===== src/rtl/mdp_pcm_sched.sv =====
// PCM streaming scheduler: fetches sectors into the MDP PCM ring, primes it, loops and drains.
// Optional MDP_SCHED_FADE_EN: cmd_stop during playback ramps the volume down before stopping.
module mdp_pcm_sched #(
    parameter int BLK_BYTES = 2352,
    parameter int PRIME_BLK = 2,
    parameter int LBA_W     = 24,
    parameter int FADE_DIV  = 2048
) (
    input  logic             clk,
    input  logic             rst,
    input  logic             cmd_play,
    input  logic             cmd_stop,
    input  logic [LBA_W-1:0] cmd_lba,
    input  logic [LBA_W-1:0] cmd_len,
    input  logic             cmd_loop,
    input  logic             can_wr,
    input  logic             buf_empty,
    input  logic             wr_pulse,
    input  logic             req_ack,
    input  logic [7:0]       vol_in,
    output logic             req,
    output logic [LBA_W-1:0] req_lba,
    output logic             pcm_play,
    output logic [7:0]       vol_out,
    output logic             busy,
    output logic             done,
    output logic             err
);
    localparam int PW = $clog2(PRIME_BLK + 2);
    localparam logic [11:0]   BYTE_LAST = 12'(BLK_BYTES - 1);
    localparam logic [PW-1:0] PRIME_MAX = PW'(PRIME_BLK);

    typedef enum logic [2:0] {
        S_IDLE,
        S_WAIT,
        S_REQ,
        S_XFER,
        S_DRAIN
`ifdef MDP_SCHED_FADE_EN
        , S_FADE
`endif
    } state_t;

    state_t           state_q, state_d;
    logic [LBA_W-1:0] cur_lba_q, cur_lba_d;
    logic [LBA_W-1:0] remain_q, remain_d;
    logic [LBA_W-1:0] start_lba_q, start_lba_d;
    logic [LBA_W-1:0] start_len_q, start_len_d;
    logic [LBA_W-1:0] req_lba_q, req_lba_d;
    logic [LBA_W-1:0] remain_dec;
    logic [11:0]      byte_ctr_q, byte_ctr_d;
    logic [PW-1:0]    prime_ctr_q, prime_ctr_d;
    logic             loop_r_q, loop_r_d;
    logic             req_q, req_d;
    logic             pcm_play_q, pcm_play_d;
    logic             done_q, done_d;
    logic             err_q, err_d;

`ifdef MDP_SCHED_FADE_EN
    localparam int DW = (FADE_DIV > 1) ? $clog2(FADE_DIV) : 1;
    localparam logic [DW-1:0] DIV_LAST = DW'(FADE_DIV - 1);
    logic [7:0]    fade_vol_q, fade_vol_d;
    logic [DW-1:0] fade_div_q, fade_div_d;
`endif

    always_comb begin
        state_d     = state_q;
        cur_lba_d   = cur_lba_q;
        remain_d    = remain_q;
        start_lba_d = start_lba_q;
        start_len_d = start_len_q;
        req_lba_d   = req_lba_q;
        byte_ctr_d  = byte_ctr_q;
        prime_ctr_d = prime_ctr_q;
        loop_r_d    = loop_r_q;
        req_d       = req_q;
        pcm_play_d  = pcm_play_q;
        done_d      = 1'b0;
        err_d       = 1'b0;
        remain_dec  = remain_q - LBA_W'(1);
`ifdef MDP_SCHED_FADE_EN
        fade_vol_d  = fade_vol_q;
        fade_div_d  = fade_div_q;
`endif
        case (state_q)
            S_IDLE: begin
                if (cmd_play && !cmd_stop) begin
                    if (cmd_len != '0) begin
                        cur_lba_d   = cmd_lba;
                        start_lba_d = cmd_lba;
                        remain_d    = cmd_len;
                        start_len_d = cmd_len;
                        loop_r_d    = cmd_loop;
                        prime_ctr_d = '0;
                        state_d     = S_WAIT;
                    end else begin
                        err_d = 1'b1;
                    end
                end
            end
            S_WAIT: begin
                if (can_wr) begin
                    req_d     = 1'b1;
                    req_lba_d = cur_lba_q;
                    state_d   = S_REQ;
                end
            end
            S_REQ: begin
                if (req_ack) begin
                    req_d      = 1'b0;
                    byte_ctr_d = '0;
                    state_d    = S_XFER;
                end
            end
            S_XFER: begin
                if (wr_pulse) begin
                    if (byte_ctr_q == BYTE_LAST) begin
                        cur_lba_d = cur_lba_q + LBA_W'(1);
                        remain_d  = remain_dec;
                        if (prime_ctr_q != PRIME_MAX)
                            prime_ctr_d = prime_ctr_q + PW'(1);
                        if (prime_ctr_d == PRIME_MAX || remain_dec == '0)
                            pcm_play_d = 1'b1;
                        // Loop restart keeps pcm_play high; priming only gates the first pass
                        if (remain_dec == '0 && loop_r_q) begin
                            cur_lba_d = start_lba_q;
                            remain_d  = start_len_q;
                            state_d   = S_WAIT;
                        end else if (remain_dec == '0) begin
                            state_d = S_DRAIN;
                        end else begin
                            state_d = S_WAIT;
                        end
                    end else begin
                        byte_ctr_d = byte_ctr_q + 12'd1;
                    end
                end
            end
            S_DRAIN: begin
                if (buf_empty) begin
                    pcm_play_d = 1'b0;
                    done_d     = 1'b1;
                    state_d    = S_IDLE;
                end
            end
`ifdef MDP_SCHED_FADE_EN
            S_FADE: begin
                if (fade_vol_q == 8'd0) begin
                    pcm_play_d = 1'b0;
                    state_d    = S_IDLE;
                end else if (fade_div_q == DIV_LAST) begin
                    fade_div_d = '0;
                    fade_vol_d = fade_vol_q - 8'd1;
                    if (fade_vol_q == 8'd1) begin
                        pcm_play_d = 1'b0;
                        state_d    = S_IDLE;
                    end
                end else begin
                    fade_div_d = fade_div_q + DW'(1);
                end
            end
`endif
            default: state_d = S_IDLE;
        endcase

        // Stop overrides whatever the state logic decided this clock
        if (cmd_stop && state_q != S_IDLE) begin
`ifdef MDP_SCHED_FADE_EN
            if (state_q == S_FADE) begin
                state_d = state_q;
            end else if (pcm_play_q) begin
                req_d      = 1'b0;
                done_d     = 1'b0;
                pcm_play_d = 1'b1;
                fade_vol_d = vol_in;
                fade_div_d = '0;
                state_d    = S_FADE;
            end else begin
                req_d      = 1'b0;
                pcm_play_d = 1'b0;
                done_d     = 1'b0;
                state_d    = S_IDLE;
            end
`else
            req_d      = 1'b0;
            pcm_play_d = 1'b0;
            done_d     = 1'b0;
            state_d    = S_IDLE;
`endif
        end
    end

    always_ff @(negedge clk or posedge rst) begin
        if (rst) begin
            state_q     <= S_IDLE;
            cur_lba_q   <= '0;
            remain_q    <= '0;
            start_lba_q <= '0;
            start_len_q <= '0;
            req_lba_q   <= '0;
            byte_ctr_q  <= '0;
            prime_ctr_q <= '0;
            loop_r_q    <= 1'b0;
            req_q       <= 1'b0;
            pcm_play_q  <= 1'b0;
            done_q      <= 1'b0;
            err_q       <= 1'b0;
`ifdef MDP_SCHED_FADE_EN
            fade_vol_q  <= '0;
            fade_div_q  <= '0;
`endif
        end else begin
            state_q     <= state_d;
            cur_lba_q   <= cur_lba_d;
            remain_q    <= remain_d;
            start_lba_q <= start_lba_d;
            start_len_q <= start_len_d;
            req_lba_q   <= req_lba_d;
            byte_ctr_q  <= byte_ctr_d;
            prime_ctr_q <= prime_ctr_d;
            loop_r_q    <= loop_r_d;
            req_q       <= req_d;
            pcm_play_q  <= pcm_play_d;
            done_q      <= done_d;
            err_q       <= err_d;
`ifdef MDP_SCHED_FADE_EN
            fade_vol_q  <= fade_vol_d;
            fade_div_q  <= fade_div_d;
`endif
        end
    end

    // req must drop the instant rst rises, not just at the next edge
    assign req      = req_q & ~rst;
    assign req_lba  = req_lba_q;
    assign pcm_play = pcm_play_q;
    assign busy     = (state_q != S_IDLE);
    assign done     = done_q;
    assign err      = err_q;
`ifdef MDP_SCHED_FADE_EN
    assign vol_out  = (state_q == S_FADE) ? fade_vol_q : vol_in;
`else
    assign vol_out  = vol_in;
`endif

endmodule


===== config.mk =====
export PLATFORM = sky130hd
export DESIGN_NAME = mdp_pcm_sched
export DESIGN_NICKNAME = d
export VERILOG_FILES = /design/src/rtl/mdp_pcm_sched.sv
export SDC_FILE = /design/constraint.sdc
export NUM_CORES = 1
export LEC_CHECK = 0
export CAP_MARGIN = 20
export CELL_PAD_IN_SITES_DETAIL_PLACEMENT = 1
export CELL_PAD_IN_SITES_GLOBAL_PLACEMENT = 1
export CORE_ASPECT_RATIO = 2
export CORE_MARGIN = 2
export CORE_UTILIZATION = 34
export CTS_BUF_LIST = sky130_fd_sc_hd__clkbuf_8
export DETAILED_ROUTE_END_ITERATION = 16
export PLACE_DENSITY_LB_ADDON = 0.1
export RECOVER_POWER = 25
export SLEW_MARGIN = 10
export SYNTH_ARGS = -nofsm -noshare
export SYNTH_HDL_FRONTEND = slang
export SYNTH_SLANG_ARGS = --single-unit

===== constraint.sdc =====
create_clock -name clk -period 8.9 [get_ports clk]
set_clock_uncertainty 0.1 [all_clocks]
set_input_delay 1.78 -clock clk [delete_from_list [all_inputs] [get_ports clk]]
set_output_delay 1.78 -clock clk [all_outputs]
set_load 0.1 [all_outputs]

# [Word-level counts from Yosys, hierarchy flattened]
# Index checks and enable logic that the tools add are counted.
[totals] out_inout_bits=37 inputBits=65 word_cells=112 reg_bits=142
[op_classes] mux=52 add_sub_neg=4 eq_ne=21 n_reduce_logical=20 bitwise=2
[op_table] op="24-bit two-way mux" n=10
[op_table] op="24-bit one-hot mux with 2 select lines" n=2
[op_table] op="12-bit two-way mux" n=3
[op_table] op="3-bit two-way mux" n=10
[op_table] op="24-bit by 1-bit adder with 24-bit output, second input constant" n=1
[op_table] op="24-bit logical NOT" n=1
[op_table] op="3-bit != test, second input constant" n=8
[op_table] op="12-bit one-hot mux with 2 select lines" n=1
[op_table] op="24-bit nonzero test" n=1
[op_table] op="24-bit by 1-bit subtractor with 24-bit output, second input constant" n=1
[op_table] op="2-bit two-way mux" n=8
[op_table] op="3-bit one-hot mux with 5 select lines" n=1
[op_table] op="1-bit two-way mux" n=14
[op_table] op="2-bit != test, second input constant" n=7
[op_table] op="12-bit by 1-bit adder with 12-bit output, second input constant" n=1
[op_table] op="12-bit equality test, second input constant" n=1
[op_table] op="5-bit AND reduction" n=2
[op_table] op="3-bit nonzero test" n=3
[op_table] op="7-bit AND reduction" n=1
[op_table] op="3-bit by 2-bit equality test with 1-bit output, second input constant" n=2
[op_table] op="3-bit AND reduction" n=2
[op_table] op="1-bit one-hot mux with 2 select lines" n=2
[op_table] op="2-bit one-hot mux with 2 select lines" n=1
[op_table] op="4-bit AND reduction" n=1
[op_table] op="other kinds (12)" n=15

# [Logic depth before layout (Yosys ltp)]
[logic_depth] ltp_word=12 depth_mapped=12 depth_no_buf=9

==> impl_results.md <==
- Clock share of power: 20.2%
- First drt pass iteration count: 4
- DRT antenna net count: 0
- Tot GR Track Use: 23.30%
- Number of I/O port buffers: 85
- Vias in the first global route: 7,575
- Post-CTS Resized: 0
- WHS Endpoint: start_lba_q[13]
- Routed vias/inst: 5.580
- WHS Path Cells: 2
- Area grow syn2layout: 22.61%
- Synth warnings: 0
- Final Cell Area: 0.009343 mm^2
- Power per cell area: 345.6 mW/mm^2
- Yosys cell types: 65
- Final Total Pwr: 3229 uW
- Met2 Use GR: 42.74%
- Yosys reg bits: 142
- Peak supply drop: 0.0002264 V
- Max clock buf depth: 2
- Leak: 0.004173 uW
- Wire per inst: 21.40 um
- Htree depth: 4
- Slew HR: 16.08%
- Core area: 0.02206 mm^2
- Final GP Congestion: 0.9579
- TritonCTS Buffers: 17
- Status: finished, final reports clean
- Cell internal pwr: 1782 uW
- Reg2Reg Launch Point: remain_q[0]
- Data arrival time of the worst path: 4.23 ns
- Placed cells: 1,180
- Clk_lat worst skew: 0.42 ns
- Sequential share of power: 37.9%
- Switch Pwr: 1447 uW
- Kind of critical path: input pin to register
- RSZ-0062 raised after global routing: no
- Post-synth design cell area: 0.007620 mm^2
- Placed Area: 0.008857 mm^2
- Antenna violations before repair: 0
- Vias: 6,769
- GR Overflow Total: 0
- Largest net degree at the start of global routing: 50
- EDFF count, synth: 0
- Yosys top cell area share: 46.63%
- Hold WC Path Type: register to register
- Finished Layout Cells: 1,213
- # setup viols final: 0
- N_diodes: 0
- Ys async rst share: 100.0%
- Clock root buffer: clkbuf_8
- Mapped Cells: 839
- Setup TNS: 0 ns
- Syn_area_per_cell: 9.082 um^2
- Worst Path Required: 4.61 ns
- RR Endpoint: remain_q[0]
- FP Rows: 77
- Net Sw Frac: 44.80%
- Initial DRC count: 263
- Layout cell share with drive strength beyond 1: 14.51%
- Synth area leaders: dfrtn_1 47%, nand2_1 6.2%, o21ai_0 4.2%
- Post-CTS Hold Buffers: 0
- Worst Reg2Reg Path Length in Cells: 7
- First-pass GRT wire length: 41,610 um
- R2R Setup Slk: 4.87 ns
- Slew @ Worst Pin: 1.252 ns
- Final hold violation count: 0
- Slew Limit Fails: 0
- Die X-Extent: 109.9 um
- Fin nets: 994
- HPWL after DPL: 19,420 um
- Area leader, netlist: dfrtn_1
- Critical Path End Type: register
- Min-delay src: start_lba_q[13]
- Syn Nets: 909
- CTS tree: built
- GR Util met1: 23.40%
- Crit path launch type: input pin
- I/O pins: 102
- Total Routed Length: 25,960 um
- Max cap viols: 0
- Post-CTS setup buffers: 0
- Post-synthesis sequential area ratio: 46.63%
- Total clock sinks: 142
- Die H: 215.7 um
- GR peak layer: met2
- Die area: 0.02370 mm^2
- Logic gate share of total power: 41.9%
- Post-layout util: 42.35%
- Reg clk slew, reported paths: 0.05 ns
- Top FF cell, synth: dfrtn_1
- Worst-path maximum fanout: 30
- Residual DRC: 0
- Starting Density: 34.54%
- Grt met3 use: 4.953%
## routing by layer
| metal | up-vias | part of all wire, % |
|---|---|---|
| li1 | 3131 | - |
| met5 | - | 0 |
| met4 | 0 | 5.2 |
| met1 | 3398 | 36 |
| met3 | 73 | 3.2 |
| met2 | 167 | 56 |
## cell families (layout without fill, tap and decap cells)
group	after synthesis	in the layout	share of synthesized area, %
buffers and inverters	92	190	5.336
xor gates and xnor gates	39	39	4.483
DFF	142	142	46.63
AOI/OAI and AO/OA	192	192	15.60
muxes	48	48	6.700
adders and majority gates	5	5	0.8210
and+or+nand+nor	321	321	20.43
## power groups by stage
stage	Combinational, uW	Sequential [uW]	Clock (uW)
3_3_place_gp	1320	1210	0
6_report	1350	1220	654
3_5_place_dp	1360	1230	0
5_1_grt	1470	1260	701
4_1_cts	1370	1220	674
2_1_floorplan	692	1480	0
## worst max-delay path: stages
cell and delay, ns:
clkdlybuf4s50_1 0.49, nor4_1 0.54, nand4_1 0.19, buf_4 0.20, nor2_1 0.38, nor2_4 0.14, buf_12 0.20, a22oi_1 0.20
o21ai_1 0.10
## cells in the final DEF (no fill, tap or decap), types with 12 or more instances in the layout
| cell type | count |
|---|---|
| a22oi_1 | 16 |
| buf_4 | 58 |
| nand3_1 | 40 |
| nand4_1 | 12 |
| nor4_1 | 13 |
| nor2_1 | 53 |
| nor3_1 | 21 |
| xnor2_1 | 17 |
| and3_1 | 15 |
| o21ai_0 | 64 |
| o21ai_1 | 21 |
| xor2_1 | 22 |
| nand2_1 | 126 |
| a21oi_1 | 26 |
| mux2_2 | 24 |
| dfrtn_1 | 142 |
| mux2i_1 | 24 |
| inv_1 | 36 |
| clkbuf_8 | 18 |
| clkdlybuf4s50_1 | 54 |
## per-stage QoR
step	hold slack [ns]	setup WS (ns)
detailed placement	0.3277	-0.06659
global route	0.3452	0.3575
floorplan	0.3024	0.7223
global placement	0.3177	-0.01762
finish	0.3285	0.3762
CTS	0.3280	0.3897
## state kept, by name (all words and copies together), names as in the netlist
| register | cells |
|---|---|
| byte_ctr_q | 12 |
| state_q | 3 |
| req_lba | 24 |
| remain_q | 24 |
| pcm_play | 1 |
| loop_r_q | 1 |
| start_len_q | 24 |
| start_lba_q | 24 |
| cur_lba_q | 24 |
| done | 1 |
| prime_ctr_q | 2 |
| err | 1 |
| req_q | 1 |
## layout make-up
class,count,area [um^2]
inverters,35,132.6
well taps,276,345.3
repair buffers,123,1112
clock buffers,18,247.7
multi-input cells,605,3705
fillers,2560,12720
flip-flops and latches,142,3553
clock inverters,14,246.5
## worst max-delay path by stage
stage,startpoint,to,slack [ns],cells after the start
2_1_floorplan,cmd_stop,remain_q[10],0.72,9
3_3_place_gp,cmd_len[5],start_len_q[22],-0.02,9
3_5_place_dp,cmd_len[5],cur_lba_q[18],-0.07,9
4_1_cts,cmd_len[5],cur_lba_q[18],0.39,9
5_1_grt,cmd_stop,remain_q[8],0.36,11
6_report,cmd_len[5],cur_lba_q[18],0.38,9
## Yosys cell counts, drive strengths merged, types with 5 or more instances
cell    instances
a21o            6
a21oi          27
a22oi          16
a31oi           9
and3           15
buf            16
clkbuf         41
dfrtn         142
ha              5
inv            35
mux2           24
mux2i          24
nand2         126
nand3          40
nand4          12
nor2           55
nor3           23
nor4           14
o21ai          85
o22ai          11
o31ai           6
or3             8
or4             5
xnor2          17
xor2           22
Note: power is estimated with default switching activity, not from simulation.
